**src/rtl/regfile_2r1w_clr.sv**
```systemverilog
// rtl/regfile_2r1w_clr.sv - parametrised 2-read/1-write register file with bypass and sequential clear
module regfile_2r1w_clr #(
  parameter int DATA_W    = 32,
  parameter int ADDR_W    = 4,
  parameter int ZERO_REG0 = 0,
  parameter int BYPASS    = 1
) (
  input  logic              clk,
  input  logic              reset,
  input  logic              wr_en,
  input  logic [ADDR_W-1:0] wr_addr,
  input  logic [DATA_W-1:0] wr_data,
  input  logic [ADDR_W-1:0] rd_addr_a,
  output logic [DATA_W-1:0] rd_data_a,
  input  logic [ADDR_W-1:0] rd_addr_b,
  output logic [DATA_W-1:0] rd_data_b,
  input  logic              clr_req,
  output logic              busy,
  output logic              wr_drop
);

  localparam int DEPTH = 2 ** ADDR_W;

  typedef enum logic {ST_IDLE, ST_CLEAR} state_t;

  state_t            state_q, state_d;
  logic [ADDR_W-1:0] cnt_q, cnt_d;
  logic              wr_drop_q, wr_drop_d;
  logic [DATA_W-1:0] mem_q [DEPTH];

  logic              mem_we;
  logic [ADDR_W-1:0] mem_waddr;
  logic [DATA_W-1:0] mem_wdata;
  logic              wr_hits_zero;
  logic              bypass_ok;

  assign wr_hits_zero = (ZERO_REG0 != 0) && (wr_addr == '0);
  // Bypass only applies to a write that will actually land this edge.
  assign bypass_ok    = (BYPASS != 0) && (state_q == ST_IDLE) && wr_en;

  // Next-state and single memory write port: user write in IDLE, zero-fill in CLEAR.
  always_comb begin
    state_d   = state_q;
    cnt_d     = cnt_q;
    mem_we    = 1'b0;
    mem_waddr = wr_addr;
    mem_wdata = wr_data;
    wr_drop_d = wr_en && (state_q == ST_CLEAR);
    case (state_q)
      ST_IDLE: begin
        mem_we = wr_en && !wr_hits_zero;
        if (clr_req) begin
          state_d = ST_CLEAR;
          cnt_d   = '0;
        end
      end
      ST_CLEAR: begin
        mem_we    = 1'b1;
        mem_waddr = cnt_q;
        mem_wdata = '0;
        cnt_d     = cnt_q + 1'b1;
        if (&cnt_q) begin
          state_d = ST_IDLE;
        end
      end
      default: begin
        state_d = ST_IDLE;
        cnt_d   = '0;
      end
    endcase
  end

  // Registered state, counter, drop flag and storage; reset wipes everything.
  always_ff @(posedge clk) begin
    if (!reset) begin
      state_q   <= ST_IDLE;
      cnt_q     <= '0;
      wr_drop_q <= 1'b0;
      for (int i = 0; i < DEPTH; i++) begin
        mem_q[i] <= '0;
      end
    end else begin
      state_q   <= state_d;
      cnt_q     <= cnt_d;
      wr_drop_q <= wr_drop_d;
      if (mem_we) begin
        mem_q[mem_waddr] <= mem_wdata;
      end
    end
  end

  // Read port A: stored value, overridden by bypass, then by the hardwired zero.
  always_comb begin
    rd_data_a = mem_q[rd_addr_a];
    if (bypass_ok && (wr_addr == rd_addr_a)) begin
      rd_data_a = wr_data;
    end
    if ((ZERO_REG0 != 0) && (rd_addr_a == '0)) begin
      rd_data_a = '0;
    end
  end

  // Read port B: same priority as port A.
  always_comb begin
    rd_data_b = mem_q[rd_addr_b];
    if (bypass_ok && (wr_addr == rd_addr_b)) begin
      rd_data_b = wr_data;
    end
    if ((ZERO_REG0 != 0) && (rd_addr_b == '0)) begin
      rd_data_b = '0;
    end
  end

  assign busy    = (state_q == ST_CLEAR);
  assign wr_drop = wr_drop_q;

endmodule

```
**config.mk**
```make
export PLATFORM = sky130hd
export DESIGN_NAME = regfile_2r1w_clr
export DESIGN_NICKNAME = d
export VERILOG_FILES = /design/src/rtl/regfile_2r1w_clr.sv
export SDC_FILE = /design/constraint.sdc
export NUM_CORES = 1
export LEC_CHECK = 0
export CAP_MARGIN = 20
export CORE_MARGIN = 2
export CORE_UTILIZATION = 50
export CTS_BUF_LIST = sky130_fd_sc_hd__clkbuf_8
export CTS_CLUSTER_SIZE = 20
export DETAILED_ROUTE_END_ITERATION = 10
export MAX_ROUTING_LAYER = met4
export PLACE_DENSITY = 0.73
export SETUP_SLACK_MARGIN = 0.2
export SLEW_MARGIN = 40
export SYNTH_ARGS = -nofsm -noshare
export SYNTH_HDL_FRONTEND = slang
export SYNTH_SLANG_ARGS = --single-unit
```
**constraint.sdc**
```tcl
create_clock -name clk -period 3.61 [get_ports clk]
set_clock_uncertainty 0.05 [all_clocks]
set_input_delay 0.9025 -clock clk [delete_from_list [all_inputs] [get_ports clk]]
set_output_delay 0.9025 -clock clk [all_outputs]
set_load 0.005 [all_outputs]
```
==> summary.txt, run 1 <==
Run status
  • Status: finished, violations left
  • Failing checks: setup timing

Power
  • Power per cell area: 409 nW/um2
  • Tot Pwr: 14.3 mW
  • Leakage: 12.9 nW
  • Seq pwr share: 48.9%
  • Switching power: 3.76 mW
  • Internal power: 10.5 mW
  • Worst vdd ir: 0.232 mV
  • Clk pwr share: 33.1%
  • Logic pwr share: 18.0%
  • Sw frac: 26.3%

Timing
  • RSZ-0062 raised after global routing: true
  • Final Hold Viols: 0
  • Fin crit share: 103%
  • Crit path time final: 3.71 ns
  • Rel. slew slack: 46.8%
  • Worst-margin pin slew: 0.799 ns
  • Slew Limit Fails: 0
  • Final setup viols: 29
  • Fin worst setup slack: -0.0962 ns
  • Tightest hold margin: 0.519 ns
  • Setup TNS: -0.979 ns
  • Max Fclk: 0.270 GHz

Synthesis
  • Post-synthesis xor/xnor area fraction: 0.262%
  • Async set-reset flop share out of synthesis: 0%
  • Synth Area in Adders: 0.0468%
  • Sequential element share of the synthesized area: 58.0%
  • Mapped Area: 26700 um2
  • Netlist cell types: 33
  • Compound-gate portion of the synthesized area: 3.94%
  • Syn. warnings: 0
  • Number of enable flip-flop cells after synthesis: 512
  • Top FF cell, synth: edfxtp_1
  • FF+latch count, synth: 518
  • Mux cell area share after synthesis: 24.6%
  • Simple-Gate Fraction of Synth Area: 9.91%
  • Mapped Cells: 1875
  • Main combinational cell family by area after synthesis: multiplexers
  • Average size of a mapped cell: 14.3 um2
  • Synthesized Nets: 1924

Setup path
  • Critical-path cell list: clkbuf_16 -> buf_12 -> buf_16 -> buf_12 -> buf_4 -> mux4_2 -> a22oi_2 -> nand2_1 -> mux2_4 -> buf_6
  • Req. time, crit path: 2.66 ns
  • CP Data Arrival Time: 2.75 ns
  • Crit. Startpoint: rd_addr_a[0]
  • Crit path capture: rd_data_a[13]
  • Kind of critical path: in -> out
  • R2R depth: 6
  • CP max stage cell: mux4_2
  • Startpoint type of the worst setup path: input port
  • Crit path depth: 10
  • Worst r2r dst: mem_q[9][10]
  • Reg-to-Reg Start: busy
  • CP max FO: 7
  • Crit. End Element: primary output
  • Crit path buf inv count: 6
  • Slowest stage delay, CP: 0.49 ns
  • Critical path's top delay family: buffers and inverters
  • Worst R2R Setup Slack: 0.70 ns
  • Most used cell, CP: buf_12

Final layout
  • Post-layout util: 66.3%
  • Share of cells above drive strength 1: 43.5%
  • Commonest non-fill, non-tap cell in the layout: nor2_1
  • Nets: 2222
  • Fillers: 3379
  • Commonest cells after routing, fill and taps aside: nor2_1 (516), edfxtp_1 (512), mux4_2 (258), buf_6 (117), a22oi_2 (114)
  • Area Growth Syn to Fin: 30.7%
  • Final std cells w/o fill: 2928
  • Post-route cell area: 34900 um2

Place
  • Dpl ws: -0.531 ns
  • Port-buffer cells: 113
  • DP Area: 30200 um2
  • DP Cell Count: 2635
  • DP HPWL: 49700 um
  • Gp weighted congestion: 0.883

CTS
  • Clock Latency Late Sink: 0.66 ns
  • Clock buffer depth: 3
  • Clock transition at path regs: 0.06 ns
  • TritonCTS clock tree: built
  • H-tree Lvls: 3
  • CTS buffer count: 81
  • Clock root buffer: clkbuf_8
  • # clock sinks: 518

GRT
  • Global-route wire length before repair: 133000 um
  • Vias in the first global route: 20.5k
  • Initial antenna violation count: 1
  • Overflow after GRT: 0
  • Total track usage: 34.1%
  • Pin count of the biggest net entering global routing: 57

Floorplan
  • Core area: 52700 um2
  • Die height: 235 um
  • Initial core utilization: 50.8%
  • Num rows: 84
  • Die ar.: 55300 um2
  • Die Wd: 235 um
  • Top Ports: 114

Routing
  • 1st-pass router iterations: 6
  • Final WL: 91700 um
  • Vias per cell: 6.75
  • 1st-iter DRT viols: 3157
  • Antenna viol nets, final: 0
  • # DRC: 0
  • Routed length per instance: 31.3 um
  • DR vias: 19.8k

Job
  • # Max-Cap Violations: 0

Min path
  • Hold Path Depth: 1
  • Hold crit path type: reg -> reg
-- synthesized netlist by cell type, drive strengths merged, types with 4 or more instances --
library cell / n / share of area [%]
o21ai: 4 / 0.075
clkbuf: 103 / 1.4
xor2: 6 / 0.20
a211oi: 4 / 0.19
nor2b: 5 / 0.12
buf: 108 / 1.8
nand2b: 34 / 0.80
dfxtp: 6 / 0.45
nor3: 4 / 0.075
edfxtp: 512 / 58
nand2: 95 / 1.3
nand3: 4 / 0.075
mux2: 65 / 2.7
a22oi: 124 / 3.5
a21oi: 4 / 0.075
nor2: 518 / 7.3
mux4: 258 / 22
-- power groups by stage --
stage,Sequential [mW],Clock [mW],Combinational (mW)
2_1_floorplan,7.06,0,1.10
3_3_place_gp,7.07,0,1.99
3_5_place_dp,7.11,0,2.02
4_1_cts,6.98,4.70,2.37
5_1_grt,7.01,4.96,2.65
6_report,6.99,4.72,2.57
-- kinds of logic after synthesis --
logic type / count (synthesis)
flops: 518
simple gates: 669
mux: 325
xor+xnor: 8
fa+ha+maj: 1
buf+inv: 214
compound gates: 140
-- area by class of cell --
cell class | count | area [um2] | share of cell area (%)
diodes | 3 | 7.51 | 0.0215
clock buffers | 86 | 1180 | 3.39
clock inverters | 61 | 308 | 0.881
inverters | 3 | 11.3 | 0.0322
multi-input cells | 1143 | 11300 | 32.4
flip-flops and latches | 518 | 15500 | 44.4
well taps | 688 | 861 | 2.46
repair buffers | 426 | 5730 | 16.4
-- sequential cells by signal, summed over array words and instances, names as in the netlist --
signal   flops
cnt_q        4
busy         1
mem_q      512
wr_drop      1
-- worst min-delay path by stage --
stage,from,end,slack (ns)
2_1_floorplan,cnt_q[2],cnt_q[2],0.42
3_3_place_gp,cnt_q[2],cnt_q[2],0.45
3_5_place_dp,cnt_q[2],cnt_q[2],0.47
4_1_cts,cnt_q[2],cnt_q[2],0.49
5_1_grt,cnt_q[3],busy,0.54
6_report,cnt_q[2],cnt_q[2],0.52
-- repair_timing --
action / 4_1_cts / 5_1_grt
hold buffers: 0 / 0
cloned: 24 / 0
gates resized for setup: 543 / 129
setup buffers: 90 / 29
pin swaps: 107 / 64
endpoints found under the setup margin: 64 / 64
-- routing by layer --
layer,global-route usage (%),vias to the layer above,wire length [um]
met5,-,-,0
met4,20.9,0,5890
met3,8.89,419,12400
met2,51.7,1717,43600
met1,41.1,9875,29800
li1,-,7756,-
Note: power is estimated with default switching activity, not from simulation.
==> run 2: changes to the inputs <==
--- a/config.mk
+++ b/config.mk
@@ -7,14 +7,15 @@
 export LEC_CHECK = 0
 export CAP_MARGIN = 20
 export CORE_MARGIN = 2
-export CORE_UTILIZATION = 50
+export CORE_UTILIZATION = 45
 export CTS_BUF_LIST = sky130_fd_sc_hd__clkbuf_8
 export CTS_CLUSTER_SIZE = 20
 export DETAILED_ROUTE_END_ITERATION = 10
 export MAX_ROUTING_LAYER = met4
-export PLACE_DENSITY = 0.73
+export PLACE_DENSITY = 0.67
 export SETUP_SLACK_MARGIN = 0.2
 export SLEW_MARGIN = 40
 export SYNTH_ARGS = -nofsm -noshare
 export SYNTH_HDL_FRONTEND = slang
 export SYNTH_SLANG_ARGS = --single-unit
+export TNS_END_PERCENT = 30
==> summary.txt, run 2 (synthesis gave the netlist of run 1 again) <==
Setup path
  • CP max stage cell: mux2_4
  • Most used cell, CP: buf_6
  • CP Data Arrival Time: 2.87 ns
  • Crit. End Element: primary output
  • Slowest stage delay, CP: 0.29 ns
  • Kind of critical path: in -> out
  • Worst R2R Setup Slack: 0.76 ns
  • Startpoint type of the worst setup path: input port
  • Req. time, crit path: 2.66 ns
  • CP max FO: 6
  • Critical-path cell list: clkbuf_16 -> buf_16 -> buf_6 -> buf_6 -> xor2_2 -> nor3_2 -> nand3_2 -> buf_12 -> clkbuf_16 -> buf_12 -> mux2_4 -> buf_6

Place
  • Dpl ws: -0.743 ns
  • Port-buffer cells: 113
  • Gp weighted congestion: 0.859
  • DP Cell Count: 2742
  • DP HPWL: 52300 um

Run status
  • Status: finished, violations left
  • Failing checks: setup timing

Timing
  • Fin worst setup slack: -0.209 ns
  • Final setup viols: 36
  • Rel. slew slack: 49.2%
  • RSZ-0062 raised after global routing: true
  • Crit path time final: 3.82 ns
  • Final Hold Viols: 0
  • Fin crit share: 106%
  • Slew Limit Fails: 0
  • Setup TNS: -3.21 ns
  • Worst-margin pin slew: 0.762 ns
  • Tightest hold margin: 0.483 ns
  • Max Fclk: 0.262 GHz

Power
  • Sw frac: 26.6%
  • Tot Pwr: 14.2 mW
  • Clk pwr share: 34.3%
  • Switching power: 3.78 mW
  • Worst vdd ir: 0.232 mV
  • Logic pwr share: 16.6%
  • Seq pwr share: 49.1%
  • Power per cell area: 416 nW/um2
  • Internal power: 10.4 mW
  • Leakage: 12.6 nW

Floorplan
  • Initial core utilization: 45.4%
  • Top Ports: 114
  • Die ar.: 61400 um2
  • Num rows: 89
  • Die height: 248 um
  • Die Wd: 248 um
  • Core area: 58900 um2

Final layout
  • Largest register FFs: 512
  • Fillers: 4402
  • Reg with most FFs: mem_q
  • Nets: 2214
  • Top Registers: mem_q: 512 flops, cnt_q: 4 flops
  • Final std cells w/o fill: 3003
  • Commonest cells after routing, fill and taps aside: nor2_1 (516), edfxtp_1 (512), mux4_2 (258), buf_4 (154), a22oi_2 (102)
  • Commonest non-fill, non-tap cell in the layout: nor2_1
  • Antenna cells: 0
  • Share of cells above drive strength 1: 42.9%
  • Area Growth Syn to Fin: 27.8%

Routing
  • # DRC: 0
  • Antenna viol nets, final: 0
  • Vias per cell: 6.40
  • 1st-pass router iterations: 5
  • Final WL: 89400 um
  • Routed length per instance: 29.8 um
  • 1st-iter DRT viols: 2540
  • DR vias: 19.2k

Job
  • # Max-Cap Violations: 0

GRT
  • Vias in the first global route: 19.5k
  • Overflow after GRT: 0
  • Initial antenna violation count: 0
  • Pin count of the biggest net entering global routing: 57
  • Total track usage: 29.4%
  • Global-route wire length before repair: 125000 um

CTS
  • Clock Latency Late Sink: 0.68 ns
  • # clock sinks: 518
  • Clock buffer depth: 3
  • H-tree Lvls: 3
  • CTS buffer count: 85
  • Clock transition at path regs: 0.06 ns
  • TritonCTS clock tree: built
  • Clock root buffer: clkbuf_8

Min path
  • Hold crit path type: reg -> reg
run 2: cell count changes in the layout (fill, tap and decap cells not counted), moves of 20 or more:
cell,delta
buf_6,-64
buf_4,+48
clkbuf_2,+29
mux2_2,+27
mux2_4,-27
nand2_1,-20
nand2_2,+20
run 2: power by group through the flow:
stage	combinational [mW]	clock (mW)	sequential, mW
5_1_grt	2.45	5.13	7.01
6_report	2.36	4.87	6.98
3_5_place_dp	2.04	0	7.10
2_1_floorplan	1.10	0	7.06
4_1_cts	2.13	4.88	6.98
3_3_place_gp	2.02	0	7.07
run 2: critical path, delay by kind of cell:
kind | cells | cell delay, ns
AND/OR/NAND/NOR | 2 | 0.36
multiplexers | 1 | 0.29
XOR/XNOR | 1 | 0.15
buffers and inverters | 8 | 1.14
run 2: final timing paths:
| path | endpoint | cells past startpoint | start |
|---|---|---|---|
| max | rd_data_b[15] | 12 | rd_addr_b[0] |
| min | cnt_q[2] | 1 | cnt_q[2] |
| max reg2reg | mem_q[11][4] | 6 | busy |
| min reg2reg | cnt_q[2] | 1 | cnt_q[2] |
run 2: area by class of cell:
class / count / area, um2 / share of cell area (%)
clock buffer: 87 / 1200 / 3.51
clock inverter: 65 / 344 / 1.01
inverter: 3 / 11.3 / 0.0330
multi-input combinational: 1143 / 11200 / 32.8
sequential: 518 / 15500 / 45.4
tap: 773 / 967 / 2.83
timing repair buffer: 414 / 4950 / 14.5
run 2: through the flow:
stage	util, %	cell area (um2)
after floorplan	-	26700
after global placement	51.6	30400
after detailed placement	51.6	30400
after CTS	55.7	32800
after global routing	58.0	34200
final	58.0	34200
run 2: what timing repair did:
item,4_1_cts,5_1_grt
buffers inserted,31,58
endpoints found under the setup margin,64,64
pin swaps,39,94
resized for setup,176,273
gates cloned,8,12
hold buffers,0,0
run 2: metal layers:
metal  global-route usage [%]  up-vias  part of all wire [%]
li1                         -     7737                     -
met1                     36.7     9722                    35
met2                     46.1     1464                    48
met3                     6.69      296                    12
met4                     12.8        0                   4.7
met5                        -        -                     0
==> run 3: changes to the inputs <==
--- a/config.mk
+++ b/config.mk
@@ -5,6 +5,7 @@
 export SDC_FILE = /design/constraint.sdc
 export NUM_CORES = 1
 export LEC_CHECK = 0
+export ABC_CLOCK_PERIOD_IN_PS = 3610
 export CAP_MARGIN = 20
 export CORE_MARGIN = 2
 export CORE_UTILIZATION = 45
==> results of run 3 <==
The final DEF is identical to that of run 2; final timing and power are the same.
